==> src/rtl/soc_network_adapter_wb_front.sv <==
// Wishbone slave front end that turns single and incrementing-burst cycles
// into 16-bit byte-addressed target accesses with retry and timeout handling.
// Ports:
//   clk, rst                  clock, synchronous active-high reset
//   wb_adr_i .. wb_bte_i      Wishbone slave request inputs
//   wb_dat_o, wb_ack_o,
//   wb_err_o, wb_rty_o        registered Wishbone responses (rty never set)
//   tgt_adr, tgt_we,
//   tgt_data_o                registered target request
//   tgt_data_i, tgt_ack,
//   tgt_rty, tgt_err          target response, sampled only in ACCESS
module soc_network_adapter_wb_front #(
   parameter int DW        = 32,
   parameter int AW        = 32,
   parameter int RETRY_MAX = 4,
   parameter int TIMEOUT   = 16
) (
   input  logic            clk,
   input  logic            rst,
   input  logic [AW-1:0]   wb_adr_i,
   input  logic [DW-1:0]   wb_dat_i,
   input  logic [DW/8-1:0] wb_sel_i,
   input  logic            wb_we_i,
   input  logic            wb_cyc_i,
   input  logic            wb_stb_i,
   input  logic [2:0]      wb_cti_i,
   input  logic [1:0]      wb_bte_i,
   output logic [DW-1:0]   wb_dat_o,
   output logic            wb_ack_o,
   output logic            wb_err_o,
   output logic            wb_rty_o,
   output logic [15:0]     tgt_adr,
   output logic            tgt_we,
   output logic [DW-1:0]   tgt_data_o,
   input  logic [DW-1:0]   tgt_data_i,
   input  logic            tgt_ack,
   input  logic            tgt_rty,
   input  logic            tgt_err
);

   localparam int RW = $clog2(RETRY_MAX + 1);
   localparam int TW = $clog2(TIMEOUT + 1);

   typedef enum logic [1:0] {
      IDLE,
      ACCESS,
      RESP
   } state_t;

   state_t          state, state_n;
   logic            we_q, we_n;
   logic [2:0]      cti_q, cti_n;
   logic [RW-1:0]   rcnt, rcnt_n;
   logic [TW-1:0]   tcnt, tcnt_n;
   logic [15:0]     adr_n;
   logic [DW-1:0]   wdat_n, dat_n;
   logic            ack_n, err_n, tgt_we_n;

   logic            req, sel_full, bte_bad;
   logic            bad_idle, bad_adv;
   logic [RW-1:0]   rcnt_inc;
   logic            unused_ok;

   assign req       = wb_cyc_i & wb_stb_i;
   assign sel_full  = &wb_sel_i;
   // Wrapping bursts are not supported; only linear incrementing ones.
   assign bte_bad   = (wb_cti_i == 3'b010) & (wb_bte_i != 2'b00);
   // Byte-lane writes cannot be expressed on the target port.
   assign bad_idle  = (wb_we_i & ~sel_full) | bte_bad;
   assign bad_adv   = (we_q & ~sel_full) | bte_bad;
   assign rcnt_inc  = rcnt + RW'(1);
   assign unused_ok = ^wb_adr_i;

   always_ff @(posedge clk) begin
      if (rst) begin
         state      <= IDLE;
         we_q       <= 1'b0;
         cti_q      <= 3'b000;
         rcnt       <= '0;
         tcnt       <= '0;
         tgt_adr    <= 16'h0000;
         tgt_data_o <= '0;
         tgt_we     <= 1'b0;
         wb_dat_o   <= '0;
         wb_ack_o   <= 1'b0;
         wb_err_o   <= 1'b0;
         wb_rty_o   <= 1'b0;
      end else begin
         state      <= state_n;
         we_q       <= we_n;
         cti_q      <= cti_n;
         rcnt       <= rcnt_n;
         tcnt       <= tcnt_n;
         tgt_adr    <= adr_n;
         tgt_data_o <= wdat_n;
         tgt_we     <= tgt_we_n;
         wb_dat_o   <= dat_n;
         wb_ack_o   <= ack_n;
         wb_err_o   <= err_n;
         wb_rty_o   <= 1'b0;
      end
   end

   always_comb begin
      state_n  = state;
      we_n     = we_q;
      cti_n    = cti_q;
      rcnt_n   = rcnt;
      tcnt_n   = tcnt;
      adr_n    = tgt_adr;
      wdat_n   = tgt_data_o;
      dat_n    = wb_dat_o;
      ack_n    = 1'b0;
      err_n    = 1'b0;
      tgt_we_n = 1'b0;
      unique case (state)
         IDLE: begin
            if (req) begin
               adr_n  = wb_adr_i[15:0];
               wdat_n = wb_dat_i;
               we_n   = wb_we_i;
               cti_n  = wb_cti_i;
               rcnt_n = '0;
               tcnt_n = '0;
               // Illegal requests answer err straight away and
               // never reach the target.
               if (bad_idle) begin
                  err_n   = 1'b1;
                  state_n = RESP;
               end else begin
                  tgt_we_n = wb_we_i & sel_full;
                  state_n  = ACCESS;
               end
            end
         end
         ACCESS: begin
            if (!wb_cyc_i) begin
               state_n = IDLE;
            end else if (tgt_ack) begin
               dat_n   = tgt_data_i;
               ack_n   = 1'b1;
               state_n = RESP;
            end else if (tgt_err) begin
               err_n   = 1'b1;
               state_n = RESP;
            end else if (tgt_rty) begin
               rcnt_n = rcnt_inc;
               if (rcnt_inc == RW'(RETRY_MAX)) begin
                  err_n   = 1'b1;
                  state_n = RESP;
               end else begin
                  // Re-issue: one write strobe per attempt.
                  tgt_we_n = we_q & sel_full;
               end
            end else begin
               tcnt_n = tcnt + TW'(1);
               if (tcnt == TW'(TIMEOUT - 1)) begin
                  err_n   = 1'b1;
                  state_n = RESP;
               end
            end
         end
         RESP: begin
            state_n = IDLE;
            // Burst advance only after a good beat of an
            // incrementing burst that the master keeps open.
            if (cti_q == 3'b010 && wb_ack_o && req) begin
               adr_n  = tgt_adr + 16'd4;
               wdat_n = wb_dat_i;
               cti_n  = wb_cti_i;
               rcnt_n = '0;
               tcnt_n = '0;
               if (bad_adv) begin
                  err_n   = 1'b1;
                  state_n = RESP;
               end else begin
                  tgt_we_n = we_q & sel_full;
                  state_n  = ACCESS;
               end
            end
         end
         default: state_n = IDLE;
      endcase
   end

endmodule

==> config.mk <==
export PLATFORM = sky130hd
export DESIGN_NAME = soc_network_adapter_wb_front
export DESIGN_NICKNAME = d
export VERILOG_FILES = /design/src/rtl/soc_network_adapter_wb_front.sv
export SDC_FILE = /design/constraint.sdc
export NUM_CORES = 1
export LEC_CHECK = 0
export ABC_AREA = 1
export BUFFER_PORTS_ARGS = -buffer_cell sky130_fd_sc_hd__buf_2
export CORE_UTILIZATION = 50
export CTS_CLUSTER_SIZE = 40
export DETAILED_ROUTE_END_ITERATION = 8
export PLACE_DENSITY_LB_ADDON = 0.2
export SYNTH_ARGS = -nofsm -noshare
export SYNTH_HDL_FRONTEND = slang
export SYNTH_SLANG_ARGS = --single-unit
==> constraint.sdc <==
create_clock -name clk -period 3.4 [get_ports clk]
set_input_delay 0.17 -clock clk [delete_from_list [all_inputs] [get_ports clk]]
set_output_delay 0.17 -clock clk [all_outputs]
set_load 0.02 [all_outputs]
* Word-level counts from Yosys, hierarchy flattened
Index checks and enable logic that the tools add are counted.
** Storage, ports and cells
- Register bits :: 97
- Input bits :: 113
- Output and inout port bits :: 84
- Logic and storage cells :: 110
** Cells by class
- $add $sub $neg :: 3
- Equality and inequality tests :: 15
- Muxes and demuxes :: 56
- Bitwise gates (word level) :: 11
- Reduce and logical (&&, ||, !) cells :: 14
** Operators with widths (count)
- 32-bit two-way mux :: 2
- 32-bit one-hot mux with 2 select lines :: 1
- 16-bit two-way mux :: 2
- 16-bit one-hot mux with 2 select lines :: 1
- 5-bit two-way mux :: 6
- 3-bit two-way mux :: 8
- 1-bit two-way mux :: 20
- 2-bit two-way mux :: 10
- 16-bit by 3-bit adder with 16-bit output (second input constant) :: 1
- 5-bit one-hot mux with 3 select lines :: 1
- 2-bit != test (second input constant) :: 7
- 7-bit AND reduction :: 2
- 6-bit != test (second input constant) :: 2
- 3-bit one-hot mux with 3 select lines :: 1
- 3-bit AND reduction :: 3
- 1-bit AND :: 6
- 3-bit by 2-bit == test with 1-bit output (second input constant) :: 2
- 1-bit one-hot mux with 3 select lines :: 2
- 2-bit one-hot mux with 3 select lines :: 1
- 3-bit one-hot mux with 2 select lines :: 1
- 5-bit by 1-bit adder with 5-bit output (second input constant) :: 1
- 5-bit by 4-bit == test with 1-bit output (second input constant) :: 1
- 4-bit AND reduction :: 1
- 2-bit nonzero test :: 2
- 11 further kinds :: 15

* Longest topological paths before layout
- Depth in word-level cells :: 8
- Gate-level depth with buffers :: 10
- Mapped depth without buffers :: 10

* Worst setup path after synthesis
OpenSTA, ideal clock, no wires.
- Kind :: register to register
- From :: reg tgt_adr[2]
- To :: reg tgt_adr[10]
- Setup time :: 0.110 ns
- Data arrival time :: 1.479 ns
- Data required time :: 3.290 ns
- Setup slack :: 1.810 ns
- Stages on the path, launching flop included :: 9
- Buffers on the path :: 0
- Clock period less this slack :: 1.590 ns
- Path through :: dfxtp_1 ha_1 nand2_1 nor2_1 nand3_1 nand3_1 nand3_1 nand3_1 inv_1
** Between the ends
- Cells in the longest elaborated chain, start to end :: 3
** Ends and longest elaborated chain
- start: declaration :: RTL line 32 : output logic [15:0] tgt_adr,
- start signal: assignment :: RTL line 94 : tgt_adr <= adr_n;
- 16-bit by 3-bit adder with 16-bit output :: RTL line 168 : adr_n = tgt_adr + 16'd4;
- 16-bit two-way mux :: RTL line 167 : if (cti_q == 3'b010 && wb_ack_o && req) begin
- 16-bit one-hot mux with 2 select lines :: RTL line 116 : unique case (state)
No other way between the ends. The select of a mux whose other input is x is not followed.
A chain may end at the register's enable or synchronous reset.

* Worst setup path after layout
- From :: reg state[1]
- To :: reg tgt_adr[12]
** Between the ends
- Cells in the longest elaborated chain, start to end :: 3
- Elaborated cells between the ends (all ways) :: 7
- Classes of those cells :: eq/ne (3); mux (1); reduce/logical (3)
** Ends and longest elaborated chain
- start: declaration :: RTL line 50 : state_t state, state_n;
- start signal: assignment :: RTL line 89 : state <= state_n;
- 2-bit == test / 2-bit zero test (equally long branches) :: RTL line 116
- 2-bit != test (no source line) / 2-bit nonzero test (equally long branches)
- 3-bit AND reduction (no source line)
Several ways; a longest one is shown, not always the timed one.

==> flow_summary.toml <==
[outcome]
status = "completed"

[placement]
port_buffers = 179
gp_congestion = 0.901
place_hpwl_mm = 7.56
post_dp_cell_area_um2 = 5170
pre_cts_ws_ps = 1140

[routing]
routed_wl_mm = 10.7
drc = 0
first_pass_iters = 4
antenna_left = 0
drtIter0Drc = 163
vias = 4443
wl_per_cell_um = 12.0
avgViaCountPerCell = 5.00

[power]
power_leakage_nw = 2.72
power_density_nw_per_um2 = 477
ir_worst_vdd_mv = 0.252

[layout]
finish.utilization = 0.652
drive_gt1_frac = 0.276
nFillCells = 756
antenna_cells = 0
layout.nets = 896
fin_area_um2 = 5390
area_growth_pct = 25.4

[run]
cap_violations = 0

[clock_network]
cts_htree_levels = 3
cts_buffers = 9
clkLatencyLatePin_ps = 360
cts_setup_buffers = 0
cts.root.buffer_cell = "clkbuf_8"
cts.path.max_buffers = 2
cts_sinks = 97
cts_resized = 0
clkTransAtPathRegs_ps = 110
cts_tree = "built"
cts_hold_buf = 0

[global_routing]
grt_pass1_vias = 3887
grt_max_degree = 88
grt_pass1_wl_mm = 17.0
grt-ovfl-total = 0
antenna_found_initial = 0
grtUsageTotal = 0.240

[worst_setup_path]
crit_fanout = 40
crit_type = "flip-flop to flip-flop"
r2r_slack_ps = 1110
crit_required_ps = 3630
reg2reg_depth = 7
endpoint_kind = "flip-flop"
cp_cell_sequence = "inv_2, nor2_8, nand4_4, nand2_2, inv_2, nor2_1, a21oi_1"
regToRegStartpoint = "state[1]"
critPathLaunchType = "flip-flop"
arrival_ps = 2530
slowest_delay_ps = 440
timing.rr.end = "tgt_adr[12]"
critPathBufInv = 2
crit_path_frequent_cell = "inv_2"
critical-path-top-delay-family = "simple AND/OR/NAND/NOR gates"
critPathSlowestCell = "dfxtp_1"

[yosys]
postSynthCellCount = 616
async_flop_share = 0
yosysMostFrequentCell = "nor2_1"
yosysSeqAreaShare = 0.452
ys.warnings.count = 0
synthesis.area_um2 = 4300
ys_ff_latch = 97
yosysTopAreaCellShare = 0.452
synth_ff_type = "dfxtp_1"
synth.top_cells.by_count = "185 x nor2_1, 97 x dfxtp_1, 88 x nand2_1"
syn_area_per_cell_um2 = 6.98
syn-num-nets = 734
synth.area.top_cells = "dfxtp_1 45%, nor2_1 16%, o21ai_0 9.1%"
synth-edff-count = 0
ys_types = 33
synth_top_cell_by_area = "dfxtp_1"

[sta]
fin_ws_ps = 1110
period_needed_ps = 2290
worst_pin_slew_ps = 1230
whs_ps = 26.0
drv_slew = 0
skew_ps = 14.7
hold_viol = 0
maxSlewHeadroom = 0.179
fmax_ghz = 0.436
setup_tns_ps = 0
fin_crit_sh = 0.675
setup_viol = 0
grt_setup_unrepaired = "false"

[die]
rows = 33
dieArea_um2 = 8970
ios = 197
core-area_um2 = 8260
die_w_um = 94.7
initial_utilization = 0.520
fp.dieH_um = 94.7

[worst_hold_path]
min_to = "tgt_data_o[31]"
hold_class = "input port to flip-flop"
min-delay-start = "wb_dat_i[31]"
whs_path_depth = 3
-- where the power goes --
group / internal [mW] / switching [mW]
clock network: 0.372 / 0.414
registers: 1.22 / 0.0584
logic: 0.180 / 0.324
-- cells in the final DEF (no fill, tap or decap), types with 2 or more instances in the layout --
cell,count
nor2_2,2
clkinv_4,2
inv_1,38
nand2_1,88
clkbuf_8,10
ha_1,5
a21oi_1,15
inv_2,5
a22oi_1,2
nor2_1,185
o21ai_0,78
buf_2,179
buf_4,2
nand4_1,8
nand2_2,5
xor2_1,2
dfxtp_1,97
nand3_1,32
o21ai_1,11
inv_8,2
-- cells by family after synthesis --
logic type,synth area share
flops,0.452
other cells,0.000873
compound gates,0.135
simple gates,0.317
xor+xnor,0.00408
fa+ha+maj,0.0146
buf+inv,0.0760
-- per-layer routing --
layer / vias up / GRT usage / share of wire / wire [um]
met5: - / 0 / 0 / 0
met4: 0 / 0.130 / 0.039 / 413
met3: 34 / 0.0612 / 0.077 / 827
met2: 163 / 0.411 / 0.46 / 4950
met1: 1947 / 0.271 / 0.42 / 4510
li1: 2299 / - / - / -
-- final cells by class --
cell class | instances | area (um^2) | area share
Clock buffer | 10 | 138 | 0.0255
Clock inverter | 6 | 75.1 | 0.0139
Inverter | 43 | 161 | 0.0300
Multi-Input combinational cell | 446 | 2030 | 0.377
Sequential cell | 97 | 1940 | 0.360
Tap cell | 105 | 131 | 0.0244
Timing Repair Buffer | 181 | 911 | 0.169
-- registers in the layout, summed over array words and instances (netlist names) --
name and count:
wb_err_o 1, rcnt 3, tgt_data_o 32, cti_q 3, tgt_we 1, wb_dat_o 32
tgt_adr 16, tcnt 5, wb_ack_o 1, state 2, we_q 1
-- worst max-delay path by stage --
stage | startpoint | to | cells past startpoint | slack, ps
floorplan | tgt_adr[2] | tgt_adr[10] | 8 | 1810
finish | state[1] | tgt_adr[12] | 7 | 1110
global placement | state[1] | tgt_adr[12] | 7 | 1180
detailed placement | state[1] | tgt_data_o[20] | 7 | 1140
CTS | state[1] | tgt_adr[12] | 7 | 1120
global route | state[1] | cti_q[0] | 7 | 900
-- stage by stage --
| step | cells | total power, mW |
|---|---|---|
| floorplan | 616 | 1.64 |
| global placement | 872 | 1.79 |
| detailed placement | 872 | 1.81 |
| CTS | 888 | 2.59 |
| global route | 888 | 2.71 |
| finish | 888 | 2.57 |
-- worst reg2reg max path, stage by stage, from the launching register on --
cell     delay [ps]
dfxtp_1         440
inv_2           130
nor2_8          320
nand4_4         160
nand2_2         440
inv_2           440
nor2_1          190
a21oi_1          80
Power figures use the tool's default switching activity.
